File: src/rtl/exp_client.sv
// Initiator for the iterative exponential engine: queues operands in a small FIFO,
// runs one engine transaction per operand and returns the result (or a timeout) downstream.
module exp_client #(
  parameter int unsigned DEPTH   = 4,
  parameter int unsigned TIMEOUT = 255
) (
  input  logic        clk,
  input  logic        rst,
  input  logic        in_valid,
  output logic        in_ready,
  input  logic [15:0] in_x,
  output logic        eng_rst,
  output logic        eng_start,
  output logic [15:0] eng_x,
  input  logic        eng_done,
  input  logic [1:0]  eng_intpart,
  input  logic [15:0] eng_fracpart,
  output logic        out_valid,
  input  logic        out_ready,
  output logic [1:0]  out_int,
  output logic [15:0] out_frac,
  output logic        out_err
);

  localparam int unsigned AW      = (DEPTH > 1) ? $clog2(DEPTH) : 1;
  localparam logic [AW:0] DEPTH_C = (AW + 1)'(DEPTH);
  localparam logic [15:0] TMAX    = 16'(TIMEOUT - 1);

  typedef enum logic [2:0] {
    S_IDLE  = 3'd0,
    S_ERST  = 3'd1,
    S_START = 3'd2,
    S_WAIT  = 3'd3,
    S_OUT   = 3'd4
  } state_t;

  state_t        state_q, state_d;
  logic [15:0]   mem_q [DEPTH];
  logic [15:0]   mem_d [DEPTH];
  logic [AW-1:0] wr_ptr_q, wr_ptr_d;
  logic [AW-1:0] rd_ptr_q, rd_ptr_d;
  logic [AW:0]   count_q, count_d;
  logic [15:0]   tcnt_q, tcnt_d;
  logic          eng_start_q, eng_start_d;
  logic [15:0]   eng_x_q, eng_x_d;
  logic          out_valid_q, out_valid_d;
  logic [1:0]    out_int_q, out_int_d;
  logic [15:0]   out_frac_q, out_frac_d;
  logic          out_err_q, out_err_d;
  logic          push;
  logic          pop;

  // Both ports use valid/ready: a transfer happens on a rising edge where valid and
  // ready are both high; a valid source holds its data unchanged until that edge.
  assign in_ready  = (count_q < DEPTH_C);
  assign push      = in_valid & in_ready;
  assign pop       = (state_q == S_IDLE) && (count_q != '0);

  assign eng_rst   = rst | (state_q == S_ERST);
  assign eng_start = eng_start_q;
  assign eng_x     = eng_x_q;
  assign out_valid = out_valid_q;
  assign out_int   = out_int_q;
  assign out_frac  = out_frac_q;
  assign out_err   = out_err_q;

  always_comb begin
    state_d     = state_q;
    mem_d       = mem_q;
    wr_ptr_d    = wr_ptr_q;
    rd_ptr_d    = rd_ptr_q;
    count_d     = count_q;
    tcnt_d      = tcnt_q;
    eng_start_d = 1'b0;
    eng_x_d     = eng_x_q;
    out_valid_d = out_valid_q;
    out_int_d   = out_int_q;
    out_frac_d  = out_frac_q;
    out_err_d   = out_err_q;

    if (push) begin
      mem_d[wr_ptr_q] = in_x;
      wr_ptr_d        = wr_ptr_q + AW'(1);
    end
    if (pop) begin
      rd_ptr_d = rd_ptr_q + AW'(1);
    end
    case ({push, pop})
      2'b10:   count_d = count_q + (AW + 1)'(1);
      2'b01:   count_d = count_q - (AW + 1)'(1);
      default: count_d = count_q;
    endcase

    case (state_q)
      S_IDLE: begin
        if (count_q != '0) begin
          eng_x_d = mem_q[rd_ptr_q];
          state_d = S_ERST;
        end
      end
      S_ERST: begin
        eng_start_d = 1'b1;
        state_d     = S_START;
      end
      S_START: begin
        tcnt_d  = '0;
        state_d = S_WAIT;
      end
      S_WAIT: begin
        // A done arriving in the last allowed cycle still counts as a real result.
        if (eng_done) begin
          out_int_d   = eng_intpart;
          out_frac_d  = eng_fracpart;
          out_err_d   = 1'b0;
          out_valid_d = 1'b1;
          state_d     = S_OUT;
        end else if (tcnt_q == TMAX) begin
          out_int_d   = '0;
          out_frac_d  = '0;
          out_err_d   = 1'b1;
          out_valid_d = 1'b1;
          state_d     = S_OUT;
        end else begin
          tcnt_d = tcnt_q + 16'd1;
        end
      end
      S_OUT: begin
        if (out_ready) begin
          out_valid_d = 1'b0;
          state_d     = S_IDLE;
        end
      end
      default: state_d = S_IDLE;
    endcase
  end

  always_ff @(posedge clk) begin
    if (rst) begin
      state_q     <= S_IDLE;
      mem_q       <= '{default: '0};
      wr_ptr_q    <= '0;
      rd_ptr_q    <= '0;
      count_q     <= '0;
      tcnt_q      <= '0;
      eng_start_q <= 1'b0;
      eng_x_q     <= '0;
      out_valid_q <= 1'b0;
      out_int_q   <= '0;
      out_frac_q  <= '0;
      out_err_q   <= 1'b0;
    end else begin
      state_q     <= state_d;
      mem_q       <= mem_d;
      wr_ptr_q    <= wr_ptr_d;
      rd_ptr_q    <= rd_ptr_d;
      count_q     <= count_d;
      tcnt_q      <= tcnt_d;
      eng_start_q <= eng_start_d;
      eng_x_q     <= eng_x_d;
      out_valid_q <= out_valid_d;
      out_int_q   <= out_int_d;
      out_frac_q  <= out_frac_d;
      out_err_q   <= out_err_d;
    end
  end

endmodule

File: config.mk
export PLATFORM = sky130hd
export DESIGN_NAME = exp_client
export DESIGN_NICKNAME = d
export VERILOG_FILES = /design/src/rtl/exp_client.sv
export SDC_FILE = /design/constraint.sdc
export NUM_CORES = 1
export LEC_CHECK = 0
export BUFFER_PORTS_ARGS = -buffer_cell sky130_fd_sc_hd__buf_4
export CAP_MARGIN = 20
export CORE_AREA = 2 2 107 109
export DETAILED_ROUTE_END_ITERATION = 10
export DIE_AREA = 0 0 109 111
export PLACE_DENSITY = 0.81
export SYNTH_ARGS = -nofsm -noshare
export SYNTH_HDL_FRONTEND = slang
export SYNTH_SLANG_ARGS = --single-unit
export TNS_END_PERCENT = 100
File: constraint.sdc
create_clock -name clk -period 3.57 [get_ports clk]
set_input_delay 0.714 -clock clk [delete_from_list [all_inputs] [get_ports clk]]
set_output_delay 0.714 -clock clk [all_outputs]
set_load 0.02 [all_outputs]
After elaboration in Yosys (flattened, before gate mapping) --
Cells that the tools add are included.
Word-level totals: register bits 127, input bits 39, output and inout port bits 39, logic and storage cells 78
Cells by class: add/sub/neg operators 5, magnitude comparators 4, eq/ne operators 12, multiplexer cells 25, bitwise gates (word level) 4, reductions and logical operators 13
Operators with widths (count):
- 16-bit 2-to-1 mux | 7
- 64-bit bitwise mux | 1
- 16-bit binary-select mux with 2-bit select | 1
- 16-bit demux with 2-bit select | 1
- 16-bit one-hot mux with 2 select lines | 1
- 16-bit by 1-bit adder with 16-bit output, second input constant | 1
- 16-bit by 8-bit equality test with 1-bit output, second input constant | 1
- 3-bit one-hot mux with 5 select lines | 1
- 3-bit 2-to-1 mux | 4
- 3-bit AND reduction | 3
- 2-bit nonzero test | 4
- 3-bit by 2-bit equality test with 1-bit output, second input constant | 2
- 3-bit >= comparator, second input constant | 2
- 2-bit inequality test, second input constant | 3
- 2-bit NOT with 3-bit output | 2
- 3-bit one-hot mux with 2 select lines | 1
- 1-bit 2-to-1 mux | 5
- 2-bit by 1-bit adder with 2-bit output, second input constant | 2
- 2-bit 2-to-1 mux | 2
- 2-bit AND reduction | 2
- 3-bit by 1-bit adder with 3-bit output, second input constant | 1
- 3-bit by 1-bit equality test with 1-bit output, second input constant | 1
- 3-bit equality test, second input constant | 1
- 3-bit logical NOT | 1
- other kinds (12) | 13

Depth between registers and ports, before layout --
Gate-level depths: netlist (run 1).
word-level depth 6, depth in mapped cells 11, gate-level depth less buffers 9

Least setup slack after synthesis (run 1) --
No wires, ideal clock.
kind register -> register, start reg state_q[1], end reg count_q[2], library setup time 0.070 ns, data arrival time 2.573 ns, required time 3.500 ns, setup slack 0.927 ns, cell stages (with the launch flop) 12, path buffers 3, clock period less this slack 2.643 ns, cell sequence dfxtp_1 -> buf_2 -> or4_1 -> clkbuf_1 -> clkinv_1 -> buf_2 -> ha_1 -> inv_1 -> fa_1 -> xor2_1 -> or3_1 -> a21oi_1
On the way: cells in the longest elaborated chain, start to end 4, elaborated cells on any way between the ends 6, those cells by class eq/ne: 2; mux: 1; reduce/logical: 3
Ends and longest elaborated chain:
- start: declaration | RTL line 37 | state_t state_q, state_d;
- start signal: assignment | RTL line 152 | state_q <= state_d;
- 3-bit logical NOT * | RTL line 57 | assign pop = (state_q == S_IDLE) && (count_q != '0);
- 1-bit logical AND * | RTL line 57
- net pop | RTL line 51 | logic pop;
- 2-bit by 1-bit equality test with 1-bit output / 2-bit equality test (equally long branches) | RTL line 88 | case ({push, pop})
- 3-bit one-hot mux with 2 select lines / 2-bit nonzero test (equally long branches)
- end signal: assignment | RTL line 156 | count_q <= count_d;
- end: declaration | RTL line 42 | logic [AW:0] count_q, count_d;
The timed path passes the listed nets; every way through them passes the cells marked *. A chain may end at the register's enable or synchronous reset.

Worst setup path after layout (run 1) --
start reg state_q[2], end reg count_q[2]
On the way: cells in the longest elaborated chain, start to end 4, elaborated cells on any way between the ends 6, those cells by class eq/ne: 2; mux: 1; reduce/logical: 3
Ends and longest elaborated chain (RTL line):
- 3-bit logical NOT * | 57
- 1-bit logical AND * | 57
- 2-bit by 1-bit equality test with 1-bit output / 2-bit equality test (equally long branches) | 88
- 3-bit one-hot mux with 2 select lines / 2-bit nonzero test (equally long branches)
Every way passes the cells marked *; elsewhere a longest branch is shown, timed or not.

==> flow_summary_export.csv, run 1 <==
group,metric,value,unit
yosys,synth_seq_area_share,47.7,%
worst_setup_path,path_class,"reg -> reg",
worst_setup_path,crit_chain,"or4_1, clkinv_1, ha_1, inv_1, fa_1, xor2_1, or3_1, a21oi_1",
yosys,synth_most_common_cell,"nand2_1",
yosys,ys_warn_count,0,
power,finalPower,4.23,mW
route,drt-initial-drc-count,366,
clock_tree,post_cts_resized,0,
route,wire_per_inst,16.1,um
floorplanning,die_w,109,um
floorplanning,start_util,48.1,%
yosys,synth.distinct_cells,57,
yosys,syn_inst,605,
clock_tree,cts_made_buffers,17,
floorplanning,rows,39,
yosys,yosys_register_bits,127,
finish,fill_cells,913,
finish,diodes,0,
sta,min_period,2.70,ns
placement,finalWeightedCongestion,0.871,
worst_setup_path,slowest_stage,"or4_1",
power,max-vdd-ir-drop,0.392,mV
clock_tree,cts_sinks,127,
route,dr.pass1.iters,5,
route,drc,0,
yosys,syn_avg_cell_area,8.81,um2
route,viasPerCell,5.62,
clock_tree,clk_latency,0.41,ns
sta,worst_slack,0.867,ns
global_routing,grt_pass1_wl,21.6,mm
sta,fmax,0.370,GHz
yosys,ys_async_sr_fraction,0,%
yosys,ys.flop_type,"dfxtp_1",
sta,drv_slew,0,
floorplanning,die_area,12100,um2
sta,final_hold_viol_count,0,
worst_setup_path,start_kind,"register",
yosys,synth_nets,652,
route,vias,4595,
clock_tree,h-tree-depth,4,
worst_setup_path,crit_path_end_kind,"register",
floorplanning,core,11100,um2
sta,worst_slew_pin_slew,0.955,ns
clock_tree,clockRootBuffer,"clkbuf_16",
power,power.density,656,nW/um2
sta,fin_setup_tns,0,ns
run_status,status,"finished clean",
global_routing,grt_max_degree,95,
yosys,synthTopCellsByCount,"nand2_1, dfxtp_1, a21oi_1, clkbuf_1, a22o_1",
placement,portBuffers,77,
clock_tree,holdBufCountCts,0,
worst_setup_path,path_max_fanout,18,
clock_tree,cts_buffer_depth,2,
finish,area_growth,20.8,%
finish,drive_gt1_share,20.2,%
yosys,synth_area,5330,um2
sta,setup_violations,0,
sta,maxSlewHeadroom,36.3,%
flow_run,drv_cap,0,
clock_tree,post_cts_buffers,0,
yosys,synth_edf_count,0,
yosys,synth_top_area_share,47.7,%
global_routing,grt.total_usage,22.8,%
placement,dp_hpwl,8.35,mm
route,drt_wl_total,13.1,mm
route,ant_nets,0,
clock_tree,clk_pin_slew,0.06,ns
power,p_leak,2.39,nW
clock_tree,cts_tree,"built",
sta,rsz0062_at_grt,"no",
worst_setup_path,worstPathArrival,3.04,ns
sta,finalCritPeriodShare,75.7,%
placement,place_ws,0.863,ns
sta,finClkSkew,0.00709,ns
finish,final_nets,709,
min_path,hold_class,"reg -> reg",
worst_setup_path,cp_data_required_time,3.91,ns
global_routing,grt_pass1_vias,4559,
worst_setup_path,critical_path.max_stage_delay,0.56,ns
global_routing,overflow,0,
yosys,yosys-top-cells-area,"dfxtp_1, nand2_1, a21oi_1",
global_routing,grt_antenna_before_repair,0,
yosys,synth_top_cell_by_area,"dfxtp_1",
floorplanning,ioPinCount,78,
floorplanning,fp.dieH,111,um
-- worst paths after layout --
path,slack (ns),to,from,depth (start not counted)
hold reg to reg,0.45,mem_q[25]$_SDFFE_PP0P_,mem_q[25]$_SDFFE_PP0P_,2
setup / recovery,0.87,count_q[2]$_SDFFE_PP0P_,state_q[2]$_SDFFE_PP0P_,8
setup reg to reg,0.87,count_q[2]$_SDFFE_PP0P_,state_q[2]$_SDFFE_PP0P_,8
hold / removal,0.45,mem_q[25]$_SDFFE_PP0P_,mem_q[25]$_SDFFE_PP0P_,2
-- layer usage --
metal  global-route usage (%)  up-vias  wire length, um
met5                        0        -                0
met4                     10.3        0              220
met3                     5.70       21              855
met2                     38.3      151             6620
met1                     27.2     2196             5450
li1                         -     2227                -
-- cells in the final DEF (no fill, tap or decap), drive strengths merged, types with 8 or more instances in the layout --
cell type	n
nand2	174
dfxtp	127
a21oi	89
buf	80
a22o	27
clkbuf	21
mux4	16
nor2	15
inv	12
nand3	11
nor3	8
-- area by class of cell --
type / instances / area, um2 / share of cell area [%]
sequential: 127 / 2540 / 39.5
timing repair buffer: 80 / 601 / 9.32
clock inverter: 10 / 67.6 / 1.05
multi-input combinational: 423 / 2550 / 39.6
clock buffer: 21 / 450 / 6.99
inverter: 13 / 48.8 / 0.758
tap: 143 / 179 / 2.78
-- state kept, by name (all words and copies together) (netlist names) --
signal	flops
count_q	3
eng_start	1
eng_x	16
mem_q	64
out_err	1
out_frac	16
out_int	2
out_valid	1
rd_ptr_q	2
state_q	3
tcnt_q	16
wr_ptr_q	2
-- power breakdown --
part	switching [mW]	internal, mW	leakage [nW]	total, mW
clock	0.600	0.895	0.245	1.49
combinational	0.637	0.430	1.12	1.07
sequential	0.111	1.55	1.03	1.66
-- cell families (layout without fill, tap and decap cells) --
logic type	Yosys count	in the layout	share of synthesized area (%)
and+or+nand+nor	250	250	20.8
AOI/OAI and AO/OA	143	143	17.3
DFF	127	127	47.7
buffers and inverters	55	124	4.46
muxes	16	16	6.76
adders and majority gates	8	8	2.02
xor gates and xnor gates	6	6	0.986
-- per-stage QoR --
step	utilization, %	instances	instance area, um2	hold WS, ns
floorplan	-	605	5330	0.433
global placement	53.5	786	5920	0.439
detailed placement	53.5	786	5920	0.445
CTS	58.1	817	6440	0.453
global route	58.1	817	6440	0.473
finish	58.1	817	6440	0.452
-- critical path, delay by kind of cell, from the launching register on --
family	cells	cell delay [ns]
adders and majority gates	2	0.64
xor gates and xnor gates	1	0.16
DFF	1	0.41
and+or+nand+nor	2	0.87
AOI/OAI and AO/OA	1	0.13
buffers and inverters	2	0.42
No activity file was read; power rests on OpenSTA's default activity.
==> run 2, diff against run 1 <==
Settings changed: PLACE_DENSITY 0.81 to 0.84.
Clock period 3.57 ns to 2.31 ns, I/O delays scaled along.
==> run 2 against run 1 <==
Net effect:
- setup slack lost 0.76 ns
- core utilization grew 1.9 points
- combinational power grew 78%
- critical endpoint unchanged
- critical path depth grew 1
- global-route usage shrank 0.64 points
- critical path type unchanged
==> flow_summary_export.csv, run 2 (synthesis gave the netlist of run 1 again) <==
group,metric,value,unit
clock_tree,clk_latency,0.42,ns
worst_setup_path,crit_path_end_kind,"register",
global_routing,grt_antenna_before_repair,0,
worst_setup_path,critical_path.max_stage_delay,0.47,ns
clock_tree,h-tree-depth,4,
worst_setup_path,crit_chain,"nor3_1, or4_4, clkinv_8, ha_4, inv_1, fa_2, xor2_1, or3_1, a21oi_1",
finish,final_common_cell,"nand2_1",
min_path,hold_end,"out_frac[3]$_SDFFE_PP0P_",
worst_setup_path,reg2reg_setup_slack,0.11,ns
finish,finish.utilization,60.1,%
worst_setup_path,cp_top_family,"simple AND/OR/NAND/NOR gates",
sta,fin_setup_tns,0,ns
power,max-vdd-ir-drop,0.542,mV
sta,finalCritPeriodShare,95.3,%
finish,diodes,0,
clock_tree,cts_buffer_depth,2,
floorplanning,core,11100,um2
min_path,whs_path_depth,2,
sta,worst_slew_pin_slew,0.893,ns
route,drt_wl_total,12.8,mm
floorplanning,die_w,109,um
worst_setup_path,path_max_fanout,4,
worst_setup_path,start_kind,"register",
clock_tree,holdBufCountCts,0,
sta,min_period,2.20,ns
flow_run,drv_cap,0,
route,dr.pass1.iters,5,
sta,maxSlewHeadroom,40.5,%
global_routing,grt.total_usage,22.2,%
sta,drv_slew,0,
worst_setup_path,cp_data_required_time,2.64,ns
sta,final_hold_viol_count,0,
worst_setup_path,r2r_start,"count_q[1]$_SDFFE_PP0P_",
worst_setup_path,cp_num_buf_inv,2,
sta,finClkSkew,0.0131,ns
route,viasPerCell,5.59,
floorplanning,start_util,48.1,%
power,p_leak,2.51,nW
worst_setup_path,slowest_stage,"or4_4",
route,drt-initial-drc-count,327,
route,wire_per_inst,15.4,um
route,ant_nets,0,
global_routing,grt_max_degree,94,
clock_tree,clk_pin_slew,0.06,ns
finish,largest_register_ffs,64,
floorplanning,ioPinCount,78,
min_path,hold_class,"in -> reg",
finish,final_nets,725,
floorplanning,rows,39,
min_path,min_from,"eng_fracpart[3]",
placement,dp_hpwl,8.61,mm
global_routing,overflow,0,
placement,finalWeightedCongestion,0.914,
worst_setup_path,r2r_cells,9,
global_routing,grt_pass1_wl,21.2,mm
clock_tree,clockRootBuffer,"clkbuf_16",
sta,fmax,0.454,GHz
sta,setup_violations,0,
worst_setup_path,path_class,"reg -> reg",
clock_tree,cts_sinks,127,
route,drc,0,
global_routing,grt_pass1_vias,4612,
worst_setup_path,reg2reg_to,"count_q[2]$_SDFFE_PP0P_",
floorplanning,fp.dieH,111,um
finish,drive_gt1_share,23.3,%
run_status,status,"finished clean",
power,power.density,1050,nW/um2
clock_tree,cts_made_buffers,17,
route,vias,4660,
placement,dpl_cell_area,6070,um2
worst_setup_path,worstPathArrival,2.53,ns
clock_tree,cts_tree,"built",
finish,fin_area,6650,um2
placement,portBuffers,77,
finish,layout_common_cells,"nand2_1, dfxtp_1, buf_4, a21oi_1, a22o_1",
floorplanning,die_area,12100,um2
finish,top_register,"mem_q",
sta,rsz0062_at_grt,"no",
finish,area_growth,24.8,%
==> run 2: changes by cell type in the layout (fill, tap and decap cells not counted), moves of 2 or more <==
cell	previous run	this run
clkbuf_1	3	0
buf_4	80	96
inv_8	0	5
clkinv_4	2	0
inv_6	0	5
clkinv_8	0	2
clkinv_2	4	1
==> run 2: report_power, final <==
| group | switching [mW] | internal [mW] |
|---|---|---|
| clock | 1.10 | 1.43 |
| combinational | 1.09 | 0.813 |
| sequential | 0.126 | 2.40 |
| total | 2.32 | 4.64 |
==> run 2: area by class of cell <==
class / instances / area, um2
Inverter: 13 / 61.3
Multi-Input combinational cell: 423 / 2580
Clock buffer: 17 / 425
Timing Repair Buffer: 96 / 721
Clock inverter: 15 / 144
Fill cell: 891 / 4420
Tap cell: 143 / 179
Sequential cell: 127 / 2540
==> run 2: timing repair <==
item	in CTS	in global routing
gates resized for setup	1	2
endpoints found under the setup margin	1	12
buffers inserted	0	0
==> run 2: through the flow <==
stage | hold WS [ns] | power, mW | setup slack, ns | instances
after global placement | 0.438 | 4.35 | 0.126 | 802
final | 0.252 | 6.96 | 0.109 | 834
after detailed placement | 0.447 | 4.45 | 0.0143 | 802
after global routing | 0.249 | 7.30 | 0.0609 | 834
after CTS | 0.240 | 7.00 | 0.0854 | 834
after floorplan | 0.433 | 3.93 | -0.0648 | 605
==> run 2: layer usage <==
layer	share of wire [%]	up-vias	GRT usage [%]	routed length [um]
met4	1.8	0	9.91	228
met2	48	216	35.5	6160
met3	9.0	29	6.17	1160
met5	0	-	0	0
li1	-	2263	-	-
met1	41	2152	27.7	5290
==> run 2: worst max-delay path by stage <==
stage,depth (start not counted),slack [ns],from,endpoint
2_1_floorplan,11,-0.06,state_q[1]$_SDFFE_PP0P_,count_q[2]$_SDFFE_PP0P_
3_3_place_gp,9,0.13,count_q[0]$_SDFFE_PP0P_,count_q[2]$_SDFFE_PP0P_
3_5_place_dp,9,0.01,count_q[0]$_SDFFE_PP0P_,count_q[2]$_SDFFE_PP0P_
4_1_cts,9,0.09,count_q[0]$_SDFFE_PP0P_,count_q[2]$_SDFFE_PP0P_
5_1_grt,9,0.06,count_q[1]$_SDFFE_PP0P_,count_q[2]$_SDFFE_PP0P_
6_report,9,0.11,count_q[1]$_SDFFE_PP0P_,count_q[2]$_SDFFE_PP0P_
==> run 3, diff against run 2 <==
Settings changed: ABC_AREA set to 1, CORE_AREA 2 2 107 109 to 2 2 110 112, DIE_AREA 0 0 109 111 to 0 0 112 114.
==> run 3 against run 2 <==
Net effect:
- cell count up 19%
- total power grew 14%
- highest routed layer unchanged
- wire length rose by 5.7%
- critical path depth grew 1
- critical path type unchanged
- via count grew 15%
- register-to-register slack better by 0.29 ns
- largest cell class unchanged
- core utilization decreased by 0.74 points
==> flow_summary_export.csv, run 3 <==
group,metric,value,unit
power,power.density,1140,nW/um2
clock_tree,h-tree-depth,4,
power,p_leak,2.73,nW
min_path,hold_class,"in -> reg",
finish,final_common_cell,"a21oi_1",
global_routing,met2_usage,37.6,%
flow_run,drv_cap,0,
clock_tree,holdBufCountCts,0,
sta,rsz0062_at_grt,"no",
route,viasPerCell,5.41,
yosys,synth_nets,823,
worst_setup_path,worstPathArrival,2.20,ns
power,max-vdd-ir-drop,0.879,mV
clock_tree,cts_buffer_depth,2,
worst_setup_path,cp_top_family,"adder cells",
sta,fmax,0.524,GHz
sta,worst_slew_pin_slew,0.716,ns
floorplanning,core,11700,um2
placement,portBuffers,77,
yosys,syn_inst,776,
yosys,synth_edf_count,0,
floorplanning,fp.dieH,114,um
finish,multi_input_area,2580,um2
global_routing,grt_max_degree,65,
global_routing,busiest_layer,"met2",
yosys,synth.distinct_cells,32,
placement,place_ws,0.397,ns
sta,maxSlewHeadroom,52.3,%
finish,top_register,"mem_q",
sta,worst_slack,0.403,ns
worst_setup_path,cp_num_buf_inv,1,
yosys,synth_top_area_share,44.8,%
clock_tree,post_cts_resized,0,
sta,min_period,1.91,ns
yosys,synth_area,5670,um2
finish,finish.utilization,59.3,%
finish,largest_register_ffs,64,
global_routing,grt_antenna_before_repair,0,
worst_setup_path,path_class,"reg -> reg",
sta,final_hold_viol_count,0,
yosys,synth_most_common_cell,"a21oi_1",
clock_tree,cts_tree,"built",
min_path,min_from,"eng_fracpart[2]",
worst_setup_path,cp-startpoint,"state_q[0]$_SDFFE_PP0P_",
route,drc,0,
finish,area_growth,22.4,%
clock_tree,cts_made_buffers,17,
worst_setup_path,r2r_start,"state_q[0]$_SDFFE_PP0P_",
clock_tree,clk_latency,0.41,ns
finish,drive_gt1_share,16.9,%
sta,finalCritPeriodShare,82.6,%
worst_setup_path,slowest_stage,"fa_1",
floorplanning,die_area,12800,um2
worst_setup_path,path_max_fanout,4,
run_status,status,"finished clean",
yosys,yosys-top-cells-area,"dfxtp_1, a21oi_1, nand2_1",
yosys,syn_avg_cell_area,7.31,um2
yosys,synthTopCellsByCount,"a21oi_1, dfxtp_1, nand2_1, o21ai_0, nand3_1",
worst_setup_path,start_kind,"register",
sta,drv_slew,0,
floorplanning,rows,40,
global_routing,overflow,0,
floorplanning,die_w,112,um
finish,layout_common_cells,"a21oi_1, dfxtp_1, nand2_1, buf_4, o21ai_0",
clock_tree,post_cts_buffers,0,
finish,final_nets,881,
yosys,ys.flop_type,"dfxtp_1",
clock_tree,cts_sinks,127,
worst_setup_path,cp_data_required_time,2.60,ns
floorplanning,ioPinCount,78,
floorplanning,start_util,48.5,%
global_routing,grt_pass1_wl,23.1,mm
finish,fill_cells,1035,
route,vias,5377,
global_routing,met3_usage,6.16,%
worst_setup_path,crit_path_end_kind,"register",
finish,diodes,0,
yosys,synth_seq_area_share,44.8,%
clock_tree,clk_pin_slew,0.05,ns
finish,ff_latch_area,2540,um2
sta,setup_violations,0,
route,ant_nets,0,
worst_setup_path,crit_chain,"nor2_2, nand2_1, nor2_4, ha_1, inv_1, fa_1, a21oi_1, o21ai_0, o21ai_0, a21oi_1",
route,drt-initial-drc-count,416,
route,dr.pass1.iters,5,
yosys,ys_async_sr_fraction,0,%
sta,fin_setup_tns,0,ns
yosys,ys_warn_count,0,
clock_tree,clockRootBuffer,"clkbuf_16",
global_routing,grt_pass1_vias,5021,
worst_setup_path,critical_path.max_stage_delay,0.38,ns
global_routing,globalRouteMet1Util,27.1,%
global_routing,grt.total_usage,21.9,%
route,wire_per_inst,13.7,um
yosys,synth_top_cell_by_area,"dfxtp_1",
placement,finalWeightedCongestion,0.868,
sta,finClkSkew,0.00789,ns
yosys,yosys_register_bits,127,
placement,dp_hpwl,8.15,mm
route,drt_wl_total,13.6,mm
## run 3: where the power goes
part,internal [mW],switching [mW]
Sequential,2.52,0.205
Combinational,0.752,1.43
Clock,2.06,0.938
## run 3: cell type report
cell class | instances | share of cell area (%)
clock buffers | 24 | 7.22
flip-flops and latches | 127 | 36.6
well taps | 147 | 2.65
repair buffers | 89 | 9.62
clock inverters | 8 | 2.52
inverters | 78 | 4.23
multi-input cells | 521 | 37.2
## run 3: worst paths after layout
kind,endpoint,slack [ns],depth (start not counted)
setup / recovery,count_q[2]$_SDFFE_PP0P_,0.40,10
hold / removal,out_frac[2]$_SDFFE_PP0P_,0.31,3
setup reg to reg,count_q[2]$_SDFFE_PP0P_,0.40,10
hold reg to reg,mem_q[40]$_SDFFE_PP0P_,0.45,2
## run 3: metal layers
metal	vias up	part of all wire (%)
met4	0	1.4
met2	171	48
met1	2484	45
li1	2702	-
met5	-	0
met3	20	5.9
## run 3: cells by family after synthesis
family / Yosys count / synth area share [%]
xor+xnor: 2 / 0.309
fa+ha+maj: 8 / 1.90
compound gates: 243 / 22.1
buf+inv: 128 / 9.70
flops: 127 / 44.8
simple gates: 268 / 21.2
## run 3: per-stage QoR
| stage | cells | total power, mW | instance area (um2) | hold slack [ns] |
|---|---|---|---|---|
| after floorplan | 776 | 4.33 | 5670 | 0.430 |
| after detailed placement | 962 | 4.92 | 6270 | 0.446 |
| after global placement | 962 | 4.88 | 6270 | 0.440 |
| after global routing | 994 | 8.35 | 6950 | 0.309 |
| final | 994 | 7.91 | 6950 | 0.314 |
| after CTS | 994 | 7.93 | 6950 | 0.302 |
## run 3: worst reg2reg max path, delay by kind of cell (launching register included)
family,cells,cell delay (ns)
simple gates,3,0.41
flops,1,0.34
compound gates,4,0.46
fa+ha+maj,2,0.52
buf+inv,1,0.07
